--- src/rtl/uart_rx_ctrl.sv ---
// Wishbone-slave receive controller: buffers bytes from uart_rx in a FIFO and
// exposes data/status/control/timeout registers with a level/timeout/overrun IRQ.
module uart_rx_ctrl #(
    parameter int DATA_BITS    = 8,
    parameter int LGFIFO       = 4,
    parameter int TIMEOUT_BITS = 16
) (
    input  logic                 i_clk,
    input  logic                 i_reset,
    input  logic [DATA_BITS-1:0] i_rx_data,
    input  logic                 i_rx_ready,
    input  logic                 i_rx_busy,
    output logic                 o_rx_enable,
    input  logic                 i_wb_cyc,
    input  logic                 i_wb_stb,
    input  logic                 i_wb_we,
    input  logic [1:0]           i_wb_addr,
    input  logic [31:0]          i_wb_data,
    output logic                 o_wb_ack,
    output logic                 o_wb_stall,
    output logic [31:0]          o_wb_data,
    output logic                 o_irq
);
    localparam int DEPTH = 1 << LGFIFO;
    localparam logic [LGFIFO:0]       LVL_ONE = {{LGFIFO{1'b0}}, 1'b1};
    localparam logic [LGFIFO-1:0]     PTR_ONE = {{(LGFIFO-1){1'b0}}, 1'b1};
    localparam logic [TIMEOUT_BITS-1:0] TO_ONE = {{(TIMEOUT_BITS-1){1'b0}}, 1'b1};

    localparam logic [1:0] A_RXDATA  = 2'd0;
    localparam logic [1:0] A_STATUS  = 2'd1;
    localparam logic [1:0] A_CONTROL = 2'd2;
    localparam logic [1:0] A_TIMEOUT = 2'd3;

    logic [DATA_BITS-1:0] mem [DEPTH];

    logic [LGFIFO-1:0]       wr_ptr_q, wr_ptr_d, rd_ptr_q, rd_ptr_d;
    logic [LGFIFO:0]         level_q, level_d;
    logic                    rx_en_q, rx_en_d;
    logic                    lvl_en_q, lvl_en_d;
    logic                    to_en_q, to_en_d;
    logic                    ovr_en_q, ovr_en_d;
    logic [7:0]              thr_q, thr_d;
    logic [TIMEOUT_BITS-1:0] reload_q, reload_d;
    logic [TIMEOUT_BITS-1:0] cnt_q, cnt_d;
    logic                    ovr_flag_q, ovr_flag_d;
    logic                    to_flag_q, to_flag_d;
    logic                    ack_q, ack_d;
    logic [31:0]             rdata_q, rdata_d;
    logic                    irq_q, irq_d;

    logic req, rd_req, wr_req;
    logic empty, full, pop, push, flush, strobe;
    logic ovr_set, ovr_clr, to_set, to_clr;
    logic [7:0]  level8;
    logic [31:0] rmux;
    logic        unused_wb_bits;

    assign unused_wb_bits = ^i_wb_data;

    assign req    = i_wb_cyc & i_wb_stb;
    assign rd_req = req & ~i_wb_we;
    assign wr_req = req & i_wb_we;
    assign empty  = (level_q == '0);
    assign full   = level_q[LGFIFO];
    assign pop    = rd_req & (i_wb_addr == A_RXDATA) & ~empty;
    assign flush  = wr_req & (i_wb_addr == A_CONTROL) & i_wb_data[4];
    assign strobe = i_rx_ready & rx_en_q;
    // A pop on a full FIFO frees the slot being written at the same edge.
    assign push    = strobe & ~flush & (~full | pop);
    assign ovr_set = strobe & ~flush & full & ~pop;
    assign ovr_clr = wr_req & (i_wb_addr == A_STATUS) & i_wb_data[2];
    assign to_clr  = wr_req & (i_wb_addr == A_STATUS) & i_wb_data[3];

    always_comb begin
        level8 = '0;
        level8[LGFIFO:0] = level_q;
    end

    always_comb begin
        rmux = '0;
        case (i_wb_addr)
            A_RXDATA: begin
                if (!empty) begin
                    rmux[DATA_BITS-1:0] = mem[rd_ptr_q];
                    rmux[31]            = 1'b1;
                end
            end
            A_STATUS: begin
                rmux[0]    = ~empty;
                rmux[1]    = full;
                rmux[2]    = ovr_flag_q;
                rmux[3]    = to_flag_q;
                rmux[4]    = i_rx_busy;
                rmux[15:8] = level8;
            end
            A_CONTROL: begin
                rmux[0]    = rx_en_q;
                rmux[1]    = lvl_en_q;
                rmux[2]    = to_en_q;
                rmux[3]    = ovr_en_q;
                rmux[15:8] = thr_q;
            end
            default: rmux[TIMEOUT_BITS-1:0] = reload_q;
        endcase
    end

    always_comb begin
        wr_ptr_d   = wr_ptr_q;
        rd_ptr_d   = rd_ptr_q;
        level_d    = level_q;
        rx_en_d    = rx_en_q;
        lvl_en_d   = lvl_en_q;
        to_en_d    = to_en_q;
        ovr_en_d   = ovr_en_q;
        thr_d      = thr_q;
        reload_d   = reload_q;
        cnt_d      = cnt_q;
        to_set     = 1'b0;
        ack_d      = req;
        rdata_d    = rd_req ? rmux : '0;

        if (flush) begin
            wr_ptr_d = '0;
            rd_ptr_d = '0;
            level_d  = '0;
        end else begin
            if (push) wr_ptr_d = wr_ptr_q + PTR_ONE;
            if (pop)  rd_ptr_d = rd_ptr_q + PTR_ONE;
            if (push && !pop)      level_d = level_q + LVL_ONE;
            else if (pop && !push) level_d = level_q - LVL_ONE;
        end

        if (wr_req && i_wb_addr == A_CONTROL) begin
            rx_en_d  = i_wb_data[0];
            lvl_en_d = i_wb_data[1];
            to_en_d  = i_wb_data[2];
            ovr_en_d = i_wb_data[3];
            thr_d    = i_wb_data[15:8];
        end
        if (wr_req && i_wb_addr == A_TIMEOUT)
            reload_d = i_wb_data[TIMEOUT_BITS-1:0];

        // Idle timer: terminal count 1->0 flags a stalled, unread FIFO.
        if (push || pop || empty) begin
            cnt_d = reload_q;
        end else if (reload_q != '0 && cnt_q != '0) begin
            cnt_d  = cnt_q - TO_ONE;
            to_set = (cnt_q == TO_ONE);
        end

        ovr_flag_d = ovr_set | (ovr_flag_q & ~ovr_clr);
        to_flag_d  = to_set  | (to_flag_q  & ~to_clr);

        irq_d = (lvl_en_q & (thr_q != '0) & (level8 >= thr_q))
              | (to_en_q & to_flag_q)
              | (ovr_en_q & ovr_flag_q);
    end

    always_ff @(posedge i_clk) begin
        if (push) mem[wr_ptr_q] <= i_rx_data;
    end

    always_ff @(posedge i_clk or posedge i_reset) begin
        if (i_reset) begin
            wr_ptr_q   <= '0;
            rd_ptr_q   <= '0;
            level_q    <= '0;
            rx_en_q    <= 1'b0;
            lvl_en_q   <= 1'b0;
            to_en_q    <= 1'b0;
            ovr_en_q   <= 1'b0;
            thr_q      <= 8'd1;
            reload_q   <= '0;
            cnt_q      <= '0;
            ovr_flag_q <= 1'b0;
            to_flag_q  <= 1'b0;
            ack_q      <= 1'b0;
            rdata_q    <= '0;
            irq_q      <= 1'b0;
        end else begin
            wr_ptr_q   <= wr_ptr_d;
            rd_ptr_q   <= rd_ptr_d;
            level_q    <= level_d;
            rx_en_q    <= rx_en_d;
            lvl_en_q   <= lvl_en_d;
            to_en_q    <= to_en_d;
            ovr_en_q   <= ovr_en_d;
            thr_q      <= thr_d;
            reload_q   <= reload_d;
            cnt_q      <= cnt_d;
            ovr_flag_q <= ovr_flag_d;
            to_flag_q  <= to_flag_d;
            ack_q      <= ack_d;
            rdata_q    <= rdata_d;
            irq_q      <= irq_d;
        end
    end

    assign o_rx_enable = rx_en_q;
    assign o_wb_ack    = ack_q;
    assign o_wb_stall  = 1'b0;
    assign o_wb_data   = rdata_q;
    assign o_irq       = irq_q;

endmodule
--- config.mk ---
export PLATFORM = sky130hd
export DESIGN_NAME = uart_rx_ctrl
export DESIGN_NICKNAME = d
export VERILOG_FILES = /design/src/rtl/uart_rx_ctrl.sv
export SDC_FILE = /design/constraint.sdc
export NUM_CORES = 1
export LEC_CHECK = 0
export ABC_AREA = 1
export ABC_CLOCK_PERIOD_IN_PS = 3300
export BUFFER_PORTS_ARGS = -buffer_cell sky130_fd_sc_hd__buf_2
export CORE_ASPECT_RATIO = 2
export CORE_MARGIN = 2
export CORE_UTILIZATION = 37
export DETAILED_ROUTE_END_ITERATION = 10
export GPL_TIMING_DRIVEN = 0
export REMOVE_ABC_BUFFERS = 1
export SETUP_SLACK_MARGIN = 0.2
export SYNTH_ARGS = -nofsm -noshare
export SYNTH_HDL_FRONTEND = slang
export SYNTH_SLANG_ARGS = --single-unit
--- constraint.sdc ---
create_clock -name i_clk -period 3.3 [get_ports i_clk]
set_clock_uncertainty 0.15 [all_clocks]
set_input_delay 0.33 -clock i_clk [delete_from_list [all_inputs] [get_ports i_clk]]
set_output_delay 0.33 -clock i_clk [all_outputs]
set_load 0.02 [all_outputs]
Yosys cells after proc, flatten, opt, wreduce, memory -nomap -nowiden --
Memory sizes are Yosys's and may differ from the RTL's. Index checks and enable logic that the tools add are counted.
Cells by class: muxes and demuxes 21, magnitude comparators 1, reduce and logical (&&, ||, !) cells 19, equality and inequality tests 4, $add $sub $neg 5, bitwise logic cells 33
Operators with widths (number):
- 16-bit 2-to-1 mux | 2
- 32-bit 2-to-1 mux | 1
- 16-bit nonzero test | 2
- 8-bit one-hot mux with 3 select lines | 1
- 1-bit bitwise AND | 21
- 16-bit by 1-bit == test with 1-bit output, second input constant | 1
- 4-bit 2-to-1 mux | 4
- 16-bit by 1-bit subtractor with 16-bit output, second input constant | 1
- 5-bit 2-to-1 mux | 3
- 4-bit one-hot mux with 3 select lines | 1
- 4-bit by 1-bit adder with 4-bit output, second input constant | 2
- 5-bit by 8-bit >= comparator with 1-bit output | 1
- 8-bit 2-to-1 mux | 1
- 8-bit nonzero test | 1
- 1-bit inverter | 7
- 1-bit 2-to-1 mux | 6
- 3-bit one-hot mux with 2 select lines | 1
- 2-bit nonzero test | 3
- 5-bit by 1-bit adder with 5-bit output, second input constant | 1
- 1-bit logical AND | 5
- 5-bit zero test | 1
- 1-bit bitwise OR | 5
- 5-bit by 1-bit subtractor with 5-bit output, second input constant | 1
- 2-bit == test, second input constant | 2
- 7 further kinds | 9
Storage, ports and cells: output and inout port bits 36, memories kept 1, word-level logic and storage cells 99, memory bits (writable) 128, flip-flop bits (word level) 93
Memory list:
- mem | depth 16, width 8, rd ports 1, clocked after Yosys merged registers in 0, wr ports 1, RTL line 34 | logic [DATA_BITS-1:0] mem [DEPTH];

Longest topological paths before layout --
Gate-level depths: netlist of run 1.
depth in word-level cells 12, depth in mapped cells 12, gate-level depth less buffers 11

Worst setup path after synthesis of run 1 --
Ideal clock, no wire load.
path type register to register, start register level_q[1], end register level_q[4], path slack 1037 ps, data arrival time 2048 ps, library setup time 65 ps, path buffers 0, stages on the path, launching flop included 11, cells stage by stage dfrtp_1 > nor2_1 > nand3_2 > nand2_2 > nand4_1 > ha_1 > a21o_1 > a31oi_1 > nand3b_1 > nand3_1 > nand2_1
Between the ends: cells in the longest elaborated chain, start to end 8
Ends and longest elaborated chain:
- start, declared | RTL line 37 | logic [LGFIFO:0] level_q, level_d;
- start signal, assigned | RTL line 183 | level_q <= level_d;
- parallel branches: the longest is 8 deep, another holds 5-bit by 1-bit subtractor with 5-bit output
Several ways; the timed one is not identified. The select of a mux whose other input is x is not followed. A chain may end at the register's enable or synchronous reset.

Worst setup path in the final report of run 1 --
start register rd_ptr_q[2], end register rdata_q[2] (netlist: o_wb_data[2])
Between the ends: cells in the longest elaborated chain, start to end 4
Ends and longest elaborated chain:
- start, declared | RTL line 36 | logic [LGFIFO-1:0] wr_ptr_q, wr_ptr_d, rd_ptr_q, rd_ptr_d;
- start signal, assigned | RTL line 182 | rd_ptr_q <= rd_ptr_d;
- memory read 16 x 8 bit
- 8-bit 2-to-1 mux | RTL line 83 | if (!empty) begin
- 4-bit one-hot mux with 3 select lines | RTL line 81 | case (i_wb_addr)
- 32-bit 2-to-1 mux | RTL line 120 | rdata_d = rd_req ? rmux : '0;
- net rdata_d[2] | RTL line 48 | logic [31:0] rdata_q, rdata_d;
- end signal, assigned | RTL line 194 | rdata_q <= rdata_d;
- end, declared | RTL line 48
The timed path passes the listed nets, and every way through them passes these cells.

==> key figures, run 1 <==
Run status
  – Run status: completed

Yosys
  – Synth Area in Compound Gates: approximately 7%
  – Sequential area share after synthesis: 59.7%
  – YS warnings: 0
  – Count of cell types in the netlist: 42
  – Post-Synth XOR/XNOR Area: under 10%
  – Synth top area share: between 30 and 40%
  – Primary FF master, synth: edfxtp_1
  – Synth async-reset ratio: around 38%
  – Mapped Cells: around 1.0k
  – Simple-gate portion of the synthesized area: 21.5%
  – Largest family of logic cells by synthesized area: simple AND/OR/NAND/NOR gates
  – Syn_area_per_cell: about 9.7 um2
  – Number of synthesized flops with an enable pin: 128
  – Mux share of post-synthesis cell area: 0.116%
  – Most area-consuming cells after synthesis: edfxtp_1 40%, dfrtp_1 20%, nand2_1 10%
  – Adder-cell share of the synthesized area: 2.27%
  – Synthesized area: around 9700 um2
  – Seq cells post-synth: about 210
  – Cell taking the most area after synthesis: edfxtp_1

Global route
  – Initial antenna violation count: 0
  – Largest net degree at the start of global routing: 60
  – Vias in the first global route: 6,808
  – GRT overflow: 0
  – GRT Total Usage: 17.8%
  – Global-route wire length before repair: between 30 and 40 mm

Setup path
  – CP Launch Type: flop
  – RR Startpoint: rd_ptr_q[2]
  – Critical path class: flop to flop
  – Required time worst endpoint: between 3 and 4 ns
  – Crit end category: flop
  – Crit-path cells: clkinv_1, nand3_1, nand3_1, nand2_1, nand2_1, a21oi_1
  – Critical Path Max Stage Delay: approximately 0.86 ns
  – Crit Path Max Fanout: 19
  – Highest-delay cell along the critical path: dfrtp_1
  – CP Data Arrival Time: around 3.2 ns
  – CP Buf/Inv Count: 1
  – Crit path launch: rd_ptr_q[2]
  – CP top delay family: flip-flops

Clock network
  – Clock root buffer: clkbuf_16
  – CTS Buffer Depth: 3
  – CTS clk-pin slew, worst paths: 0.07 ns
  – H-Tree Level Count: 1
  – Cts bufs inserted: 19
  – CTS tree: yes
  – CTS Sinks: 206
  – Skew-Pair Late Insertion Delay: between 0.4 and 0.5 ns

Floorplan
  – Die width: 119 um
  – Die Area: 27,600 um2
  – Die Y-Extent: 233 um
  – Row cnt: 83
  – Core footprint: ~26,000 um2
  – Starting Density: 37.7%
  – I/O pins: 85

Placement
  – RePlAce Congestion: roughly 0.87
  – Final HPWL from detailed placement: about 18 mm
  – IO buf count: 52
  – Dpl cells: around 1.4k

Detailed routing
  – DRC Markers: 0
  – Vias/cell: just under 5
  – Wl on met1: about 8.6 mm
  – Max Used Layer: met4
  – Post-DRT Antenna Nets: 0
  – Final WL: between 20 and 25 mm
  – Met3 wire len: 938 um
  – Wire per inst: between 15 and 20 um
  – Drt first pass iters: 7
  – DR iter-0 viols: 345
  – Routed wl met2: 13.7 mm
  – DR vias: 6,966

Min path
  – Hold Startpoint: i_wb_stb
  – Hold WC Path Type: input pin to flop

STA
  – RSZ-0062 raised after global routing: false
  – Fin crit share: ~89%
  – Relative slew slack: 32.2%
  – Post-layout minimum cycle time: 2.94 ns
  – Count of endpoints failing setup in the final report: 0
  – Hold Fails Final Rpt: 0
  – Worst Max-Slew Pin Slew: approximately 1 ns
  – Final Max Tran Viols: 0
  – Total negative slack: 0 ns
  – Max Fclk: around 340 MHz

Finish
  – Layout cells sized above 1: between 10% and 20%
  – Multi-input gate area: approximately 3200 um2
  – Storage element area: approximately 5800 um2
  – Finished Layout Cells: between 1k and 1.5k
  – ANT cells: 0
  – Nets: roughly 1.1k
  – Area Growth Syn to Fin: 13.5%
  – Fillcell total: 2,530

Power
  – VDD IR max: 0.500 mV
  – Pwr Density: about 750 nW/um2
  – P_leak: between 4 and 5 nW

Flow run
  – Total of max-cap violations: 0
worst paths after layout:
check / to / slack [ns] / depth (start not counted)
worst max register to register: o_wb_data[2] / 0.36 / 6
max in group asynchronous: thr_q[0] / 2.15 / 4
worst min-delay path: o_wb_ack / 0.08 / 3
min in group asynchronous: o_wb_data[2] / 0.20 / 3
worst max-delay path: o_wb_data[2] / 0.36 / 6
worst min register to register: cnt_q[15] / 0.34 / 2
kinds of logic (layout without fill, tap and decap cells):
group | Yosys count | count (layout)
compound gates | 117 | 117
fa+ha+maj | 17 | 17
simple gates | 471 | 471
flops | 206 | 206
xor+xnor | 16 | 16
buf+inv | 176 | 229
other cells | 1 | 16
mux | 1 | 1
synthesized netlist by cell type, types with 4 or more instances:
cell	n
nand3_2	13
inv_2	6
buf_4	18
ha_1	16
nor2_4	4
buf_2	7
nor3_1	6
xor2_1	12
nor2_1	70
o21ai_0	64
edfxtp_1	128
dfrtp_1	77
xnor2_1	4
nand4_1	6
clkbuf_1	22
clkinv_1	5
o211ai_1	20
nand3_1	79
nand2_2	15
inv_1	113
a21oi_1	17
nand2_1	271
cell type report:
class                      instances  area share, %
timing repair buffer              72           4.59
inverter                         124           4.30
clock buffer                      26           5.02
clock inverter                     7          0.466
tap                              340           3.86
sequential                       206           52.7
multi-input combinational        638           29.1
tightest hold or removal path, stage by stage:
cell,delay [ns]
buf_2,0.09
nand2_1,0.14
inv_1,0.10
power breakdown:
group / switching (mW) / internal [mW]
Combinational: 1.64 / 0.871
Sequential: 0.520 / 3.10
Clock: 0.941 / 1.19
Total: 3.10 / 5.16
timing repair:
item                                   4_1_cts  5_1_grt
hold buffers                                17        0
resized for setup                            1        0
setup endpoints to repair                    1        0
buffers inserted                             0        0
endpoints found under the hold margin       46        0
stage by stage:
| step | hold slack (ns) | util [%] | power (mW) | instance area, um2 | setup slack [ns] |
|---|---|---|---|---|---|
| detailed placement | 0.168 | 39.7 | 6.18 | 10200 | 0.141 |
| CTS | 0.0770 | 42.8 | 8.33 | 11000 | 0.341 |
| global placement | 0.319 | 39.4 | 6.13 | 10100 | -2.68 |
| global route | 0.0863 | 42.8 | 8.78 | 11000 | 0.227 |
| finish | 0.0798 | 42.8 | 8.26 | 11000 | 0.362 |
| floorplan | 0.279 | - | 5.28 | 9460 | -0.400 |
cell usage in the layout (no fill, tap or decap), types with 2 or more instances in the layout:
cell type / Yosys / layout
nand3_2: 13 / 13
clkbuf_8: 0 / 3
nand2_1: 271 / 271
inv_4: 0 / 2
o22ai_1: 3 / 3
a21oi_2: 2 / 2
nor2_1: 70 / 69
conb_1: 1 / 16
clkbuf_16: 0 / 20
o32ai_1: 3 / 3
edfxtp_1: 128 / 128
buf_16: 0 / 2
a21oi_1: 17 / 17
xor2_1: 12 / 12
clkinv_1: 5 / 5
buf_2: 7 / 52
o21ai_0: 64 / 64
nand3_1: 79 / 79
nand4_1: 6 / 6
ha_1: 16 / 16
a221oi_1: 2 / 2
inv_2: 6 / 6
dfrtp_2: 0 / 2
clkinv_4: 0 / 3
inv_1: 113 / 112
o221ai_1: 3 / 3
xnor2_1: 4 / 4
nand2_4: 3 / 3
nor2_2: 1 / 2
nor2_4: 4 / 4
nand2_2: 15 / 15
dfrtp_1: 77 / 75
dlygate4sd3_1: 0 / 17
o211ai_1: 20 / 20
nor3_1: 6 / 6
clkbuf_1: 22 / 3
flip-flops by register name, summed over array words and instances, names as in the netlist, 4 cells and up:
signal and count:
mem 128, o_wb_data 17, rd_ptr_q 4, cnt_q 16, reload_q 16, level_q 5, wr_ptr_q 4, thr_q 8
layer usage:
layer,vias to the layer above,global-route usage [%]
met1,3326,18.6
met2,203,35.4
met3,57,1.47
met4,0,7.96
li1,3380,-
met5,-,0
Power figures use the tool's default switching activity.
==> inputs of run 2 (changes only) <==
Settings changed: CORE_UTILIZATION 37 to 60, PLACE_DENSITY from default to 0.8.
==> key figures, run 2 (synthesis gave the netlist of run 1 again) <==
Global route
  – GRT Total Usage: 28.2% (was 17.8%)
  – Initial antenna violation count: 0 (unchanged)
  – Vias in the first global route: 7,386 (was 6,808)
  – Largest net degree at the start of global routing: 58 (was 60)
  – GRT overflow: 0 (unchanged)
  – Global-route wire length before repair: 36.8 mm (was 37.6 mm)

Power
  – Pwr Density: 748 nW/um2 (was 750 nW/um2)
  – Total power: 8.04 mW (was 8.26 mW)
  – P_leak: 4.75 nW (was 4.79 nW)
  – VDD IR max: 0.601 mV (was 0.500 mV)

Detailed routing
  – Drt first pass iters: 6 (was 7)
  – Routed wl met2: 12.8 mm (was 13.7 mm)
  – Wire per inst: 18.4 um (was 17.2 um)
  – DR vias: 7,225 (was 6,966)
  – Vias/cell: 5.68 (was 4.93)
  – Met3 wire len: 1.14 mm (was 938 um)
  – Final WL: 23.4 mm (was 24.3 mm)
  – Max Used Layer: met4 (unchanged)
  – Post-DRT Antenna Nets: 0 (unchanged)
  – Wl on met1: 7.74 mm (was 8.59 mm)
  – DRC Markers: 0 (unchanged)
  – DR iter-0 viols: 598 (was 345)

Finish
  – Most flop-heavy register: mem (unchanged)
  – ANT cells: 0 (unchanged)
  – Most frequent cells in the layout: 271 x nand2_1, 128 x edfxtp_1, 112 x inv_1 (unchanged)
  – Area Growth Syn to Fin: 10.8% (was 13.5%)
  – Max reg flops: 128 (unchanged)
  – Most common cell after layout, fill and taps aside: nand2_1 (unchanged)
  – Layout cells sized above 1: 12.0% (was 12.7%)
  – Storage element area: 5800 um2 (about the same)
  – Multi-input gate area: 3200 um2 (unchanged)
  – Fillcell total: 1,217 (was 2,530)
  – Nets: 1,126 (was 1,127)

Clock network
  – CTS clk-pin slew, worst paths: 0.07 ns (about the same)
  – H-Tree Level Count: 1 (unchanged)
  – CTS Sinks: 206 (unchanged)
  – CTS Buffer Depth: 3 (unchanged)
  – Cts bufs inserted: 17 (was 19)
  – CTS tree: yes (unchanged)
  – Clock root buffer: clkbuf_16 (unchanged)
  – Skew-Pair Late Insertion Delay: 0.48 ns (about the same)
  – Post-CTS Setup Bufs: 0 (unchanged)

Run status
  – Run status: completed (unchanged)

Floorplan
  – Starting Density: 61.5% (was 37.7%)
  – I/O pins: 85 (unchanged)
  – Die Y-Extent: 184 um (was 233 um)
  – Row cnt: 65 (was 83)
  – Core footprint: 15,800 um2 (was 25,800 um2)
  – Die Area: 17,300 um2 (was 27,600 um2)
  – Die width: 93.9 um (was 119 um)

Placement
  – Final HPWL from detailed placement: 16.3 mm (was 17.6 mm)
  – RePlAce Congestion: 0.873 (was 0.872)
  – IO buf count: 52 (unchanged)
  – Pre-CTS WS: 0.195 ns (was 0.141 ns)

STA
  – Final Max Tran Viols: 0 (unchanged)
  – Count of endpoints failing setup in the final report: 0 (unchanged)
  – Worst Max-Slew Pin Slew: 1.06 ns (was 1.01 ns)
  – Hold Fails Final Rpt: 0 (unchanged)
  – Fin crit share: 84.8% (was 89.0%)
  – Final worst setup slack: 0.503 ns (was 0.362 ns)
  – Relative slew slack: 28.9% (was 32.2%)
  – RSZ-0062 raised after global routing: false (unchanged)
  – Post-layout minimum cycle time: 2.80 ns (was 2.94 ns)
  – Max Fclk: 357 MHz (was 340 MHz)

Setup path
  – CP Launch Type: flop (unchanged)
  – Highest-delay cell along the critical path: dfrtp_1 (unchanged)
  – Crit-path cells: clkinv_1, nand3_1, nand3_1, nand2_1, nand2_1, a21oi_1 (unchanged)
  – CP Data Arrival Time: 3.04 ns (was 3.15 ns)
  – Critical path class: flop to flop (unchanged)
  – Crit end category: flop (unchanged)
  – Crit Path Max Fanout: 19 (unchanged)
  – Required time worst endpoint: 3.55 ns (was 3.52 ns)
  – RR Startpoint: rd_ptr_q[2] (unchanged)
  – Critical Path Max Stage Delay: 0.87 ns (was 0.86 ns)
  – Crit path launch: rd_ptr_q[2] (unchanged)

Min path
  – Hold Startpoint: i_wb_stb (unchanged)
  – Hold WC Path Type: input pin to flop (unchanged)

Flow run
  – Total of max-cap violations: 0 (unchanged)
## run 2: cell types whose count changed in the layout (fill, tap and decap cells not counted), sizes merged
cell,before,now
buf,55,56
clkbuf,26,25
clkinvlp,1,0
inv,121,120
## run 2: worst paths after layout
kind                           endpoint  slack (ns)  cells past startpoint
max reg2reg                o_wb_data[0]        0.50                      6
min in group asynchronous  o_wb_data[5]        0.19                      3
max                        o_wb_data[0]        0.50                      6
max in group asynchronous      thr_q[0]        2.15                      4
min                            o_wb_ack        0.02                      3
min reg2reg                   cnt_q[13]        0.35                      2
## run 2: report_power, final
part	switching, mW	total (mW)	internal [mW]
Combinational	1.67	2.57	0.904
Clock	0.881	1.89	1.01
Sequential	0.480	3.58	3.10
## run 2: cell type report
class / instances / area share, %
Clock buffer: 25 / 4.42
Clock inverter: 5 / 0.244
Inverter: 124 / 4.40
Multi-Input combinational cell: 638 / 29.8
Sequential cell: 206 / 53.9
Tap cell: 201 / 2.34
Timing Repair Buffer: 73 / 4.84
## run 2: metal layers
| layer | global-route usage (%) | up-vias |
|---|---|---|
| met4 | 18.8 | 0 |
| li1 | - | 3380 |
| met3 | 2.30 | 89 |
| met1 | 29.6 | 3433 |
| met5 | 0 | - |
| met2 | 52.0 | 323 |
## run 2: timing repair
item / CTS / global route
setup endpoints to repair: 1 / 0
hold buffers: 17 / 0
hold endpoints to repair: 54 / 0
resized for setup: 1 / 0
## run 2: worst max-delay path: cells and delay by family, from the launching register on
kind	cells	cell delay [ns]
AO/OA/AOI/OAI	1	0.19
buffers and inverters	1	0.79
AND/OR/NAND/NOR	4	0.71
flip-flops	1	0.87
## run 2: per-stage QoR
stage | instance area, um2 | hold WS, ns | utilization [%] | cells | setup TNS [ns]
finish | 10700 | 0.0169 | 68.1 | 1272 | 0
detailed placement | 10100 | 0.159 | 63.8 | 1225 | 0
global route | 10700 | 0.0348 | 68.1 | 1272 | 0
global placement | 9970 | 0.317 | 63.2 | 1221 | -32.83
CTS | 10700 | 0.00112 | 68.1 | 1272 | 0
floorplan | 9460 | 0.279 | - | 968 | -3.04
